## config.mk

```make
export PLATFORM = sky130hd
export DESIGN_NAME = pc_fetch_ctrl_flat
export DESIGN_NICKNAME = d
export VERILOG_FILES = /design/src/rtl/pc_fetch_ctrl_pkg.sv /design/src/rtl/pc_fetch_ctrl_if.sv /design/src/rtl/pc_fetch_ctrl_step_edge_detect.sv /design/src/rtl/pc_fetch_ctrl.sv /design/src/flat_wrapper.sv
export SDC_FILE = /design/constraint.sdc
export NUM_CORES = 1
export LEC_CHECK = 0
export ABC_AREA = 1
export CAP_MARGIN = 15
export CORE_ASPECT_RATIO = 1.75
export CORE_MARGIN = 2
export CORE_UTILIZATION = 30
export DETAILED_ROUTE_END_ITERATION = 8
export DONT_BUFFER_PORTS = 1
export PLACE_DENSITY = 0.52
export SLEW_MARGIN = 25
export SYNTH_ARGS = -nofsm -noshare
export SYNTH_HDL_FRONTEND = slang
export SYNTH_SLANG_ARGS = --single-unit
```

## constraint.sdc

```tcl
create_clock -name clk -period 2.2 [get_ports clk]
set_input_delay 0.55 -clock clk [delete_from_list [all_inputs] [get_ports clk]]
set_output_delay 0.55 -clock clk [all_outputs]
set_load 0.02 [all_outputs]
```

## src/rtl/pc_fetch_ctrl_pkg.sv

```systemverilog
// Shared constants for the IF-stage fetch controller: widths, run-control
// state encoding and step-mode values.
package pc_fetch_ctrl_pkg;

  localparam int unsigned LenAddrDef  = 32;
  localparam int unsigned LenCountDef = 32;

  localparam logic StepModeCont   = 1'b0;
  localparam logic StepModeSingle = 1'b1;

  typedef enum logic [1:0] {
    StIdle     = 2'd0,
    StRun      = 2'd1,
    StStepWait = 2'd2,
    StHalted   = 2'd3
  } fetch_state_e;

  function automatic fetch_state_e start_state(input logic step_mode);
    return (step_mode == StepModeSingle) ? StStepWait : StRun;
  endfunction

endpackage

```

## src/rtl/pc_fetch_ctrl_if.sv

```systemverilog
// Control and address bus between the pipeline/debug unit and the fetch controller.
interface pc_fetch_ctrl_if #(
  parameter int unsigned len_addr  = pc_fetch_ctrl_pkg::LenAddrDef,
  parameter int unsigned len_count = pc_fetch_ctrl_pkg::LenCountDef
) ();

  logic                 i_start;
  logic                 i_step_mode;
  logic                 i_step;
  logic                 i_stall;
  logic                 i_halt;
  logic                 i_branch_taken;
  logic [len_addr-1:0]  i_branch_target;
  logic                 i_jump;
  logic [len_addr-1:0]  i_jump_target;
  logic [len_addr-1:0]  i_adder_out;
  logic [len_addr-1:0]  o_pc;
  logic                 o_fetch_en;
  logic                 o_halted;
  logic [len_count-1:0] o_fetch_count;

  modport master (
    output i_start, i_step_mode, i_step, i_stall, i_halt, i_branch_taken,
           i_branch_target, i_jump, i_jump_target, i_adder_out,
    input  o_pc, o_fetch_en, o_halted, o_fetch_count
  );

  modport slave (
    input  i_start, i_step_mode, i_step, i_stall, i_halt, i_branch_taken,
           i_branch_target, i_jump, i_jump_target, i_adder_out,
    output o_pc, o_fetch_en, o_halted, o_fetch_count
  );

endinterface

```

## src/rtl/pc_fetch_ctrl_step_edge_detect.sv

```systemverilog
// Rising-edge detector for the debug step request: one-cycle pulse per edge.
module pc_fetch_ctrl_step_edge_detect (
  input  logic clk,
  input  logic reset,
  input  logic i_step,
  output logic o_pulse
);

  logic r_step_prev;

  always_ff @(posedge clk or posedge reset) begin
    if (reset) begin
      r_step_prev <= 1'b0;
    end else begin
      r_step_prev <= i_step;
    end
  end

  assign o_pulse = i_step & ~r_step_prev;

endmodule

```

## src/rtl/pc_fetch_ctrl.sv

```systemverilog
// IF-stage PC register and fetch controller: run-control FSM, next-PC select
// (branch > jump > adder) and a count of PC advances since start.
module pc_fetch_ctrl
  import pc_fetch_ctrl_pkg::*;
#(
  parameter int unsigned len_addr  = LenAddrDef,
  parameter int unsigned len_count = LenCountDef
) (
  input  logic              clk,
  input  logic              reset,
  pc_fetch_ctrl_if.slave    fetch_bus
);

  fetch_state_e         r_state;
  fetch_state_e         w_state_next;
  logic [len_addr-1:0]  r_pc;
  logic [len_addr-1:0]  w_pc_next;
  logic [len_count-1:0] r_count;
  logic [len_count-1:0] w_count_next;
  logic                 w_step_pulse;
  logic                 w_active;
  logic                 w_redirect;
  logic                 w_advance;

  pc_fetch_ctrl_step_edge_detect u_step_edge_detect (
    .clk     (clk),
    .reset   (reset),
    .i_step  (fetch_bus.i_step),
    .o_pulse (w_step_pulse)
  );

  always_ff @(posedge clk or posedge reset) begin
    if (reset) begin
      r_state <= StIdle;
      r_pc    <= '0;
      r_count <= '0;
    end else begin
      r_state <= w_state_next;
      r_pc    <= w_pc_next;
      r_count <= w_count_next;
    end
  end

  always_comb begin
    w_state_next = r_state;
    w_pc_next    = r_pc;
    w_count_next = r_count;
    w_active     = (r_state == StRun) || ((r_state == StStepWait) && w_step_pulse);
    w_redirect   = fetch_bus.i_branch_taken | fetch_bus.i_jump;
    // A redirect must win over a stall or the redirected instruction is lost.
    w_advance    = w_active & (~fetch_bus.i_stall | w_redirect) & ~fetch_bus.i_halt;

    unique case (r_state)
      StIdle, StHalted: begin
        if (fetch_bus.i_start) begin
          w_state_next = start_state(fetch_bus.i_step_mode);
          w_pc_next    = '0;
          w_count_next = '0;
        end
      end
      StRun, StStepWait: begin
        if (w_active && fetch_bus.i_halt) begin
          w_state_next = StHalted;
        end
      end
      default: w_state_next = StIdle;
    endcase

    if (w_advance) begin
      if (fetch_bus.i_branch_taken) begin
        w_pc_next = fetch_bus.i_branch_target;
      end else if (fetch_bus.i_jump) begin
        w_pc_next = fetch_bus.i_jump_target;
      end else begin
        w_pc_next = fetch_bus.i_adder_out;
      end
      w_count_next = r_count + len_count'(1);
    end
  end

  assign fetch_bus.o_pc          = r_pc;
  assign fetch_bus.o_fetch_en    = w_advance;
  assign fetch_bus.o_halted      = (r_state == StHalted);
  assign fetch_bus.o_fetch_count = r_count;

endmodule

```

## src/flat_wrapper.sv

```systemverilog
// flat-port wrapper written by rule: the top's interface ports become plain ports
module pc_fetch_ctrl_flat import pc_fetch_ctrl_pkg::*;
#(
  parameter int unsigned len_addr  = LenAddrDef,
  parameter int unsigned len_count = LenCountDef
)
  (clk, reset, fetch_bus_i_start, fetch_bus_i_step_mode, fetch_bus_i_step, fetch_bus_i_stall, fetch_bus_i_halt, fetch_bus_i_branch_taken, fetch_bus_i_branch_target, fetch_bus_i_jump, fetch_bus_i_jump_target, fetch_bus_i_adder_out, fetch_bus_o_pc, fetch_bus_o_fetch_en, fetch_bus_o_halted, fetch_bus_o_fetch_count);
  pc_fetch_ctrl_if #(.len_addr(len_addr), .len_count(len_count)) fetch_bus_i ();
  input  logic clk;
  input  logic reset;
  input wire logic [$bits(fetch_bus_i.i_start)-1:0] fetch_bus_i_start;
  input wire logic [$bits(fetch_bus_i.i_step_mode)-1:0] fetch_bus_i_step_mode;
  input wire logic [$bits(fetch_bus_i.i_step)-1:0] fetch_bus_i_step;
  input wire logic [$bits(fetch_bus_i.i_stall)-1:0] fetch_bus_i_stall;
  input wire logic [$bits(fetch_bus_i.i_halt)-1:0] fetch_bus_i_halt;
  input wire logic [$bits(fetch_bus_i.i_branch_taken)-1:0] fetch_bus_i_branch_taken;
  input wire logic [$bits(fetch_bus_i.i_branch_target)-1:0] fetch_bus_i_branch_target;
  input wire logic [$bits(fetch_bus_i.i_jump)-1:0] fetch_bus_i_jump;
  input wire logic [$bits(fetch_bus_i.i_jump_target)-1:0] fetch_bus_i_jump_target;
  input wire logic [$bits(fetch_bus_i.i_adder_out)-1:0] fetch_bus_i_adder_out;
  output wire logic [$bits(fetch_bus_i.o_pc)-1:0] fetch_bus_o_pc;
  output wire logic [$bits(fetch_bus_i.o_fetch_en)-1:0] fetch_bus_o_fetch_en;
  output wire logic [$bits(fetch_bus_i.o_halted)-1:0] fetch_bus_o_halted;
  output wire logic [$bits(fetch_bus_i.o_fetch_count)-1:0] fetch_bus_o_fetch_count;
  assign fetch_bus_i.i_start = fetch_bus_i_start;
  assign fetch_bus_i.i_step_mode = fetch_bus_i_step_mode;
  assign fetch_bus_i.i_step = fetch_bus_i_step;
  assign fetch_bus_i.i_stall = fetch_bus_i_stall;
  assign fetch_bus_i.i_halt = fetch_bus_i_halt;
  assign fetch_bus_i.i_branch_taken = fetch_bus_i_branch_taken;
  assign fetch_bus_i.i_branch_target = fetch_bus_i_branch_target;
  assign fetch_bus_i.i_jump = fetch_bus_i_jump;
  assign fetch_bus_i.i_jump_target = fetch_bus_i_jump_target;
  assign fetch_bus_i.i_adder_out = fetch_bus_i_adder_out;
  assign fetch_bus_o_pc = fetch_bus_i.o_pc;
  assign fetch_bus_o_fetch_en = fetch_bus_i.o_fetch_en;
  assign fetch_bus_o_halted = fetch_bus_i.o_halted;
  assign fetch_bus_o_fetch_count = fetch_bus_i.o_fetch_count;
  pc_fetch_ctrl #(.len_addr(len_addr), .len_count(len_count)) u_core (.clk(clk), .reset(reset), .fetch_bus(fetch_bus_i));
endmodule
```

* Word-level counts from Yosys, hierarchy flattened
Cells that the tools add are included.
** Word-level totals
- Bits in registers :: 67
- Memories kept :: 0
- RAM bits :: 0
- Memory bits (read-only) :: 0
- Bits in latches :: 0
- Word-level logic and storage cells :: 38
** Cells by class
- Bitwise logic cells :: 8
- Shifts and indexed selects :: 0
- Multiplexer cells :: 10
- Magnitude comparators :: 0
- Add/sub/neg operators :: 1
- Eq/ne operators :: 5
- $mul :: 0
- Reductions and logical operators :: 10
- Div/mod/pow operators :: 0
** Operator list (number)
- two-way mux 32 bit :: 6
- adder 32 x 1 -> 32 bit (second input constant) :: 1
- two-way mux 2 bit :: 3
- equality test 2 bit (second input constant) :: 2
- one-hot mux 2 bit (2 select lines) :: 1
- AND reduction 2 bit :: 2
- nonzero test 2 bit :: 2
- OR reduction 2 bit :: 2
- bitwise AND 1 bit :: 3
- inverter 1 bit :: 3
- equality test 2 x 1 -> 1 bit (second input constant) :: 1
- logical AND 1 bit :: 2
- zero test 2 bit :: 1
- inequality test 2 x 1 -> 1 bit (second input constant) :: 1
- inequality test 2 bit (second input constant) :: 1
- OR 1 bit :: 2
- logical OR 1 bit :: 1

* Longest topological paths before layout
Gate-level depths: netlist (run 1).
- Word-level depth :: 8
- Gate-level depth with buffers :: 11
- Mapped depth without buffers :: 10

* Hierarchy
Synthesis (run 1) repeated with hierarchy kept, for this count alone.
** Unflattened totals
- Cell total of the unflattened synthesis :: 573
- Area total of the unflattened synthesis :: 4025.1 um^2
** By module, submodules not included
- pc_fetch_ctrl :: area each 3986.3 um^2, instances 1, cells an instance 569
- pc_fetch_ctrl_step_edge_detect :: area each 38.8 um^2, instances 1, cells an instance 4

* Least setup slack after synthesis (run 1)
OpenSTA, ideal clock, no wires.
- Path kind :: input -> output
- From :: input port fetch_bus_i_jump
- To :: output port fetch_bus_o_fetch_en
- Data required time :: 1.650 ns
- Data arrival time :: 1.274 ns
- Cell stages on the path :: 6
- Path slack :: 0.376 ns
- Cells stage by stage :: buf_4 -> inv_4 -> nand3_4 -> nand2_2 -> nor2_8 -> buf_2
** Between the ends
- Word-level cells in the longest chain between the ends :: 4
** Ends and longest elaborated chain
- from (decl) :: RTL line flat_wrapper.sv:18 : input wire logic [$bits(fetch_bus_i.i_jump)-1:0] fetch_bus_i_jump;
- OR 1 bit :: RTL line pc_fetch_ctrl.sv:49 : w_redirect = fetch_bus.i_branch_taken | fetch_bus.i_jump;
- OR 1 bit :: RTL line pc_fetch_ctrl.sv:51 : w_advance = w_active & (~fetch_bus.i_stall | w_redirect) & ~fetch_bus.i_halt;
- bitwise AND 1 bit (2 in a row) :: RTL line pc_fetch_ctrl.sv:51
- to (decl) :: RTL line flat_wrapper.sv:22 : output wire logic [$bits(fetch_bus_i.o_fetch_en)-1:0] fetch_bus_o_fetch_en;
No other way between the ends.

* Worst setup path after layout (run 1)
- From :: register u_core.r_state[0]
- To :: output port fetch_bus_o_fetch_en
** Between the ends
- Word-level cells in the longest chain between the ends :: 5
- Elaborated cells on any way between the ends :: 6
** Ends and longest elaborated chain
- from (decl) :: RTL line pc_fetch_ctrl.sv:14 : fetch_state_e r_state;
- from (signal assigned) :: RTL line pc_fetch_ctrl.sv:34 : r_state <= StIdle;
- from (signal assigned) :: RTL line pc_fetch_ctrl.sv:38 : r_state <= w_state_next;
- equality test 2 bit :: RTL line pc_fetch_ctrl.sv:48 : w_active = (r_state == StRun) || ((r_state == StStepWait) && w_step_pulse);
- logical AND 1 bit :: RTL line pc_fetch_ctrl.sv:48
- logical OR 1 bit * :: RTL line pc_fetch_ctrl.sv:48
- bitwise AND 1 bit * (2 in a row) :: RTL line pc_fetch_ctrl.sv:51
Mark *: on every way between the ends. The rest lies on a longest branch, timed or not.

==> flow_summary_export.csv, run 1 <==
group,metric,value,unit
drt,remaining_drc_errors,0,
sta,slew_headroom,0.655,
pwr,swShare,0.395,
hold_path,hold_path.class,"in -> async",
sta,final_hold_viol_count,0,
drt,routed_via_density,4.99,
setup_path,critPathCaptureType,"primary output",
die,start_util,0.306,
drt,wl_per_cell,15.9,um
drt,drtIter0Drc,129,
pwr,power_frac_clock,0.323,
cells_and_area,fillerInstances,1443,
sta,tightest_slew,518,ps
logic_synthesis,synth_area_leaders,"dfrtp_1 41%, nand2_1 21%, o21ai_0 7.9%",
global_routing,track_usage,0.166,
pwr,vdd_drop_max,0.414,mV
die,io_pins,171,
die,rows,56,
place,port_buffers,0,
setup_path,cp-start-kind,"flop",
global_routing,antenna_found_initial,1,
cells_and_area,drive_gt1_frac,0.0764,
clock_tree,clkSinkCount,67,
pwr,internal_power,2.70,mW
clock_tree,path_clk_slew,60,ps
setup_path,reg2reg_from,"u_core.fetch_bus.o_fetch_count[1]",
pwr,p_sw,1.76,mW
setup_path,slowest_stage,"dfrtp_1",
cells_and_area,final_cell_area,4540,um2
sta,skew,5.31,ps
pwr,p_per_area,983,nW/um2
drt,drtPass1Iterations,6,
logic_synthesis,ys_warn_count,0,
pwr,p_leak,2.03,nW
setup_path,worstSetupStartpoint,"u_core.r_state[0]",
clock_tree,cts_tree,"yes",
setup_path,cp.arrival,1500,ps
pwr,power.share.sequential,0.445,
logic_synthesis,netlist.area_leader.share,0.410,
logic_synthesis,ys_seq_area_frac,0.410,
clock_tree,post_cts.repair.setup_buffers,0,
clock_tree,htree_levels,3,
setup_path,critPathMaxFanout,8,
logic_synthesis,avgSynthCellArea,6.95,um2
setup_path,required,1650,ps
flow_run,maxCapViolCount,0,
place,dp_hpwl,9210,um
sta,fmaxAchievable,487,MHz
global_routing,grt_pass1_vias,3846,
setup_path,cp_top_family,"simple AND/OR/NAND/NOR gates",
cells_and_area,nets,693,
logic_synthesis,synth_cell_type_count,29,
setup_path,crit_type,"reg -> out",
sta,setup_tns,0,ps
setup_path,max_stage_delay,390,ps
clock_tree,numCtsBuffers,9,
sta,setup_viol,0,
global_routing,grt_max_degree,68,
die,die-width,92.3,um
drt,via_count,3814,
drt,detail-route-antenna-nets,0,
logic_synthesis,netlist_instances,589,
clock_tree,cts_buffer_depth,2,
drt,wirelength,12100,um
logic_synthesis,ys_ff_latch,67,
logic_synthesis,yosysTopAreaCell,"dfrtp_1",
global_routing,grt_overflow,0,
die,die_area,14600,um2
setup_path,crit_chain,"inv_1 > ha_1 > nand3_1 > nand2_1 > inv_2 > nor2_8",
clock_tree,insertion_delay,330,ps
logic_synthesis,syn_area,4090,um2
place,place_congestion,0.877,
clock_tree,cts_hold_buf,0,
pwr,pwr-share-comb,0.232,
place,placed_area,4230,um2
clock_tree,clockRootBuffer,"clkbuf_16",
sta,rsz0062_at_grt,"false",
sta,fin_crit,2050,ps
outcome,outcome,"finished, final reports clean",
global_routing,grt_pass1_wl,18800,um
setup_path,crit_buf_inv,2,
die,core,13400,um2
die,die_y,159,um
logic_synthesis,synth_nets,698,
sta,post-route-period-util,0.933,
sta,slew_violations,0,
cells_and_area,syn_to_final_growth,10.9,%
metrics by stage:
stage	total power, mW	hold slack, ps	setup slack [ps]	std cells	util
6_report	4.46	189	147	764	0.339
3_3_place_gp	3.02	530	430	746	0.316
4_1_cts	4.52	201	76.6	762	0.338
2_1_floorplan	2.84	528	376	589	-
5_1_grt	4.75	219	35.2	764	0.339
3_5_place_dp	3.05	547	405	746	0.316
sequential cells by signal (all words and copies together) (netlist names):
name	flops
u_core.r_state	2
u_core.fetch_bus.o_pc	32
u_core.fetch_bus.o_fetch_count	32
u_core.u_step_edge_detect.r_step_prev	1
final timing paths:
path	end	slack, ps	cells past startpoint
setup / recovery	fetch_bus_o_fetch_en	150	6
hold / removal	u_core.fetch_bus.o_fetch_count[2]	190	2
setup reg to reg	u_core.fetch_bus.o_fetch_count[26]	450	8
hold reg to reg	u_core.fetch_bus.o_fetch_count[0]	550	1
max in group asynchronous	u_core.fetch_bus.o_fetch_count[31]	1720	2
min in group clk	u_core.u_step_edge_detect.r_step_prev	250	0
cell usage in the layout, fill, tap and decap left out, types with 4 or more instances in the layout:
| cell | count |
|---|---|
| buf_4 | 8 |
| inv_1 | 42 |
| ha_1 | 4 |
| xor2_1 | 6 |
| nor2_1 | 42 |
| o21ai_1 | 13 |
| nand4_1 | 9 |
| nor2_4 | 5 |
| nand3_1 | 60 |
| clkbuf_16 | 9 |
| dfrtp_1 | 67 |
| o21ai_0 | 65 |
| nand2_1 | 225 |
cell type report:
type                            count  area [um2]  share of cell area
Clock inverter                      5        52.6              0.0116
Sequential cell                    67        1680               0.369
Tap cell                          174         218              0.0480
Clock buffer                       11         243              0.0535
Inverter                           47         185              0.0408
Timing Repair Buffer                9        80.1              0.0176
Antenna cell                        1        2.50            0.000551
Multi-Input combinational cell    450        2080               0.459
timing repair:
action | 4_1_cts | 5_1_grt
hold endpoints to repair | 0 | 0
resized for setup | 0 | 1
setup endpoints to repair | 0 | 1
power by group through the flow:
stage | clock [mW] | combinational, mW | sequential (mW)
detailed placement | 0 | 1.05 | 2.01
CTS | 1.49 | 1.04 | 1.99
global placement | 0 | 1.01 | 2.01
floorplan | 0 | 0.902 | 1.94
finish | 1.44 | 1.03 | 1.98
global route | 1.53 | 1.20 | 2.02
cell usage after synthesis:
cell type and n:
a21oi_1 3, o21bai_1 1, nor2_2 3, xor2_1 6, dfrtp_1 67, buf_2 12, nor2_8 1, ha_1 4
nor3_1 1, xnor2_1 1, nand2_2 3, or2_2 1, buf_6 6, nand3_4 2, buf_4 2, inv_2 1
inv_1 44, nand2_1 225, o21ai_0 65, o21a_1 1, inv_4 2, o22ai_1 3, nor2_4 4, nor2_1 42
nand2_4 1, o21ai_1 13, clkbuf_1 6, nand3_1 60, nand4_1 9
kinds of logic (layout without fill, tap and decap cells):
| kind of cell | Yosys count | count (layout) | share of synthesized area |
|---|---|---|---|
| AO/OA/AOI/OAI | 86 | 86 | 0.107 |
| XOR/XNOR | 7 | 7 | 0.0150 |
| adder cells (fa/ha/maj) | 4 | 4 | 0.0122 |
| buffers and inverters | 73 | 72 | 0.0847 |
| flip-flops | 67 | 67 | 0.410 |
| other | 0 | 1 | 0 |
| AND/OR/NAND/NOR | 352 | 353 | 0.371 |
metal layers:
layer / vias up / wire (um) / GRT usage
li1: 1881 / - / -
met1: 1759 / 4010 / 0.146
met2: 152 / 6960 / 0.343
met3: 22 / 840 / 0.0450
met4: 0 / 323 / 0.0682
met5: - / 0 / 0
(Power assumes the default switching activity.)
==> inputs of run 2 (changes only) <==
- RECOVER_POWER: default -> 100
- SLEW_MARGIN: 25 -> default
- clock period: 2.2 -> 1.71 ns (I/O delays scaled with it)
==> run 2 against run 1 <==
Net effect:
- the run now ends with setup timing left
- cell area rose by 8.4%
- utilization rose by 2.9 points
- first-iteration DRC count fell by 23%
- largest cell class unchanged
- via count rose by 5.1%
- combinational power rose by 110%
- register-to-register slack got worse by 530 ps
- clock skew rose by 1.4 ps
- final cell count rose by 4.7%
- largest power group unchanged
- non-clock buffer count rose by 38
==> flow_summary_export.csv, run 2 (synthesis gave the netlist of run 1 again) <==
group,metric,value,unit
outcome,outcome,"complete, but fails checks",
outcome,violations,"setup timing",
clock_tree,htree_levels,3,
setup_path,required,1280,ps
setup_path,max_stage_delay,410,ps
global_routing,track_usage,0.173,
sta,post-route-period-util,1.07,
place,preCtsSetupSlack,45.4,ps
place,place_congestion,0.907,
sta,final_hold_viol_count,0,
setup_path,slowest_stage,"dfrtp_1",
die,start_util,0.306,
clock_tree,numCtsBuffers,9,
sta,setup_viol,47,
cells_and_area,final_cell_mix,"223 x nand2_1, 67 x dfrtp_1, 64 x o21ai_0",
pwr,power.total,6.60,mW
die,io_pins,171,
clock_tree,cts_tree,"yes",
setup_path,cp_top_family,"buffers and inverters",
setup_path,cp.arrival,1400,ps
global_routing,antenna_found_initial,0,
flow_run,maxCapViolCount,0,
sta,slew_headroom,0.344,
drt,routed_via_density,5.01,
cells_and_area,syn_to_final_growth,20.2,%
clock_tree,insertion_delay,330,ps
sta,rsz0062_at_grt,"true",
global_routing,grt-busiest-layer,"met2",
sta,hold_ws,117,ps
drt,detail-route-antenna-nets,0,
setup_path,crit_chain,"buf_6 > ha_4 > inv_2 > nand2_4 > inv_4 > nor2_8 > buf_12",
clock_tree,cts_buffer_depth,2,
drt,remaining_drc_errors,0,
setup_path,crit_buf_inv,4,
cells_and_area,drive_gt1_frac,0.105,
global_routing,grt.met3_usage,0.0393,
cells_and_area,stdcell_count,800,
place,port_buffers,0,
setup_path,critPathMaxFanout,6,
die,die_area,14600,um2
cells_and_area,final_common_cell,"nand2_1",
clock_tree,cts_hold_buf,0,
setup_path,crit_type,"reg -> out",
clock_tree,clkSinkCount,67,
sta,skew,6.73,ps
drt,drtPass1Iterations,5,
sta,tightest_slew,984,ps
drt,wirelength,13000,um
clock_tree,clockRootBuffer,"clkbuf_16",
clock_tree,path_clk_slew,60,ps
die,die_y,159,um
setup_path,cp-start-kind,"flop",
sta,slew_violations,0,
global_routing,use_met1,0.166,
sta,fin_crit,1820,ps
setup_path,critPathCaptureType,"primary output",
global_routing,grt_pass1_wl,19500,um
place,dp_hpwl,9290,um
place,place_inst,773,
die,core,13400,um2
die,die-width,92.3,um
global_routing,grt_overflow,0,
pwr,p_leak,2.19,nW
cells_and_area,diodes,0,
sta,worst_slack,-114,ps
global_routing,use_met2,0.345,
global_routing,grt_pass1_vias,3908,
cells_and_area,nets,730,
pwr,p_per_area,1340,nW/um2
hold_path,hold_path.class,"in -> reg",
die,rows,56,
global_routing,grt_max_degree,68,
sta,fmaxAchievable,548,MHz
drt,via_count,4007,
drt,wl_per_cell,16.3,um
drt,drtIter0Drc,99,
cells_and_area,utilization,0.368,
pwr,vdd_drop_max,0.510,mV
-- run 2: path summary, 6_finish.rpt --
kind	from	end	slack (ps)	cells after the start
worst min register to register	u_core.fetch_bus.o_fetch_count[13]	u_core.fetch_bus.o_fetch_count[13]	580	2
worst max-delay path	u_core.r_state[0]	fetch_bus_o_fetch_en	-110	7
worst max register to register	u_core.r_state[0]	u_core.fetch_bus.o_pc[18]	-80	12
min in group asynchronous	reset	u_core.fetch_bus.o_fetch_count[6]	340	2
max in group asynchronous	reset	u_core.fetch_bus.o_fetch_count[17]	740	2
worst min-delay path	fetch_bus_i_step	u_core.u_step_edge_detect.r_step_prev	120	0
-- run 2: final cells by class --
type / instances / area (um2)
repair buffers: 47 / 409
fillers: 1406 / 8460
well taps: 174 / 218
clock buffers: 11 / 243
multi-input cells: 449 / 2130
flip-flops and latches: 67 / 1680
clock inverters: 5 / 52.6
inverters: 47 / 190
-- run 2: repair_timing --
item,in CTS,in global routing
setup endpoints to repair,1,62
setup buffers,6,1
gates resized for setup,13,10
pin swaps,3,3
cloned,2,2
-- run 2: per-stage QoR --
| stage | setup TNS, ps | area [um2] |
|---|---|---|
| 3_3_place_gp | 0 | 4470 |
| 3_5_place_dp | 0 | 4470 |
| 5_1_grt | -7630 | 4920 |
| 2_1_floorplan | 0 | 4100 |
| 4_1_cts | -799 | 4910 |
| 6_report | -2460 | 4920 |
-- run 2: per-layer routing --
metal | share of wire | routed length, um
met4 | 0.027 | 355
met5 | 0 | 0
met3 | 0.060 | 778
met2 | 0.57 | 7380
met1 | 0.35 | 4510
-- run 2: power breakdown --
part	internal [mW]	switching, mW
combinational	0.955	1.24
sequential	1.92	0.592
clock	1.16	0.730
total	4.03	2.56
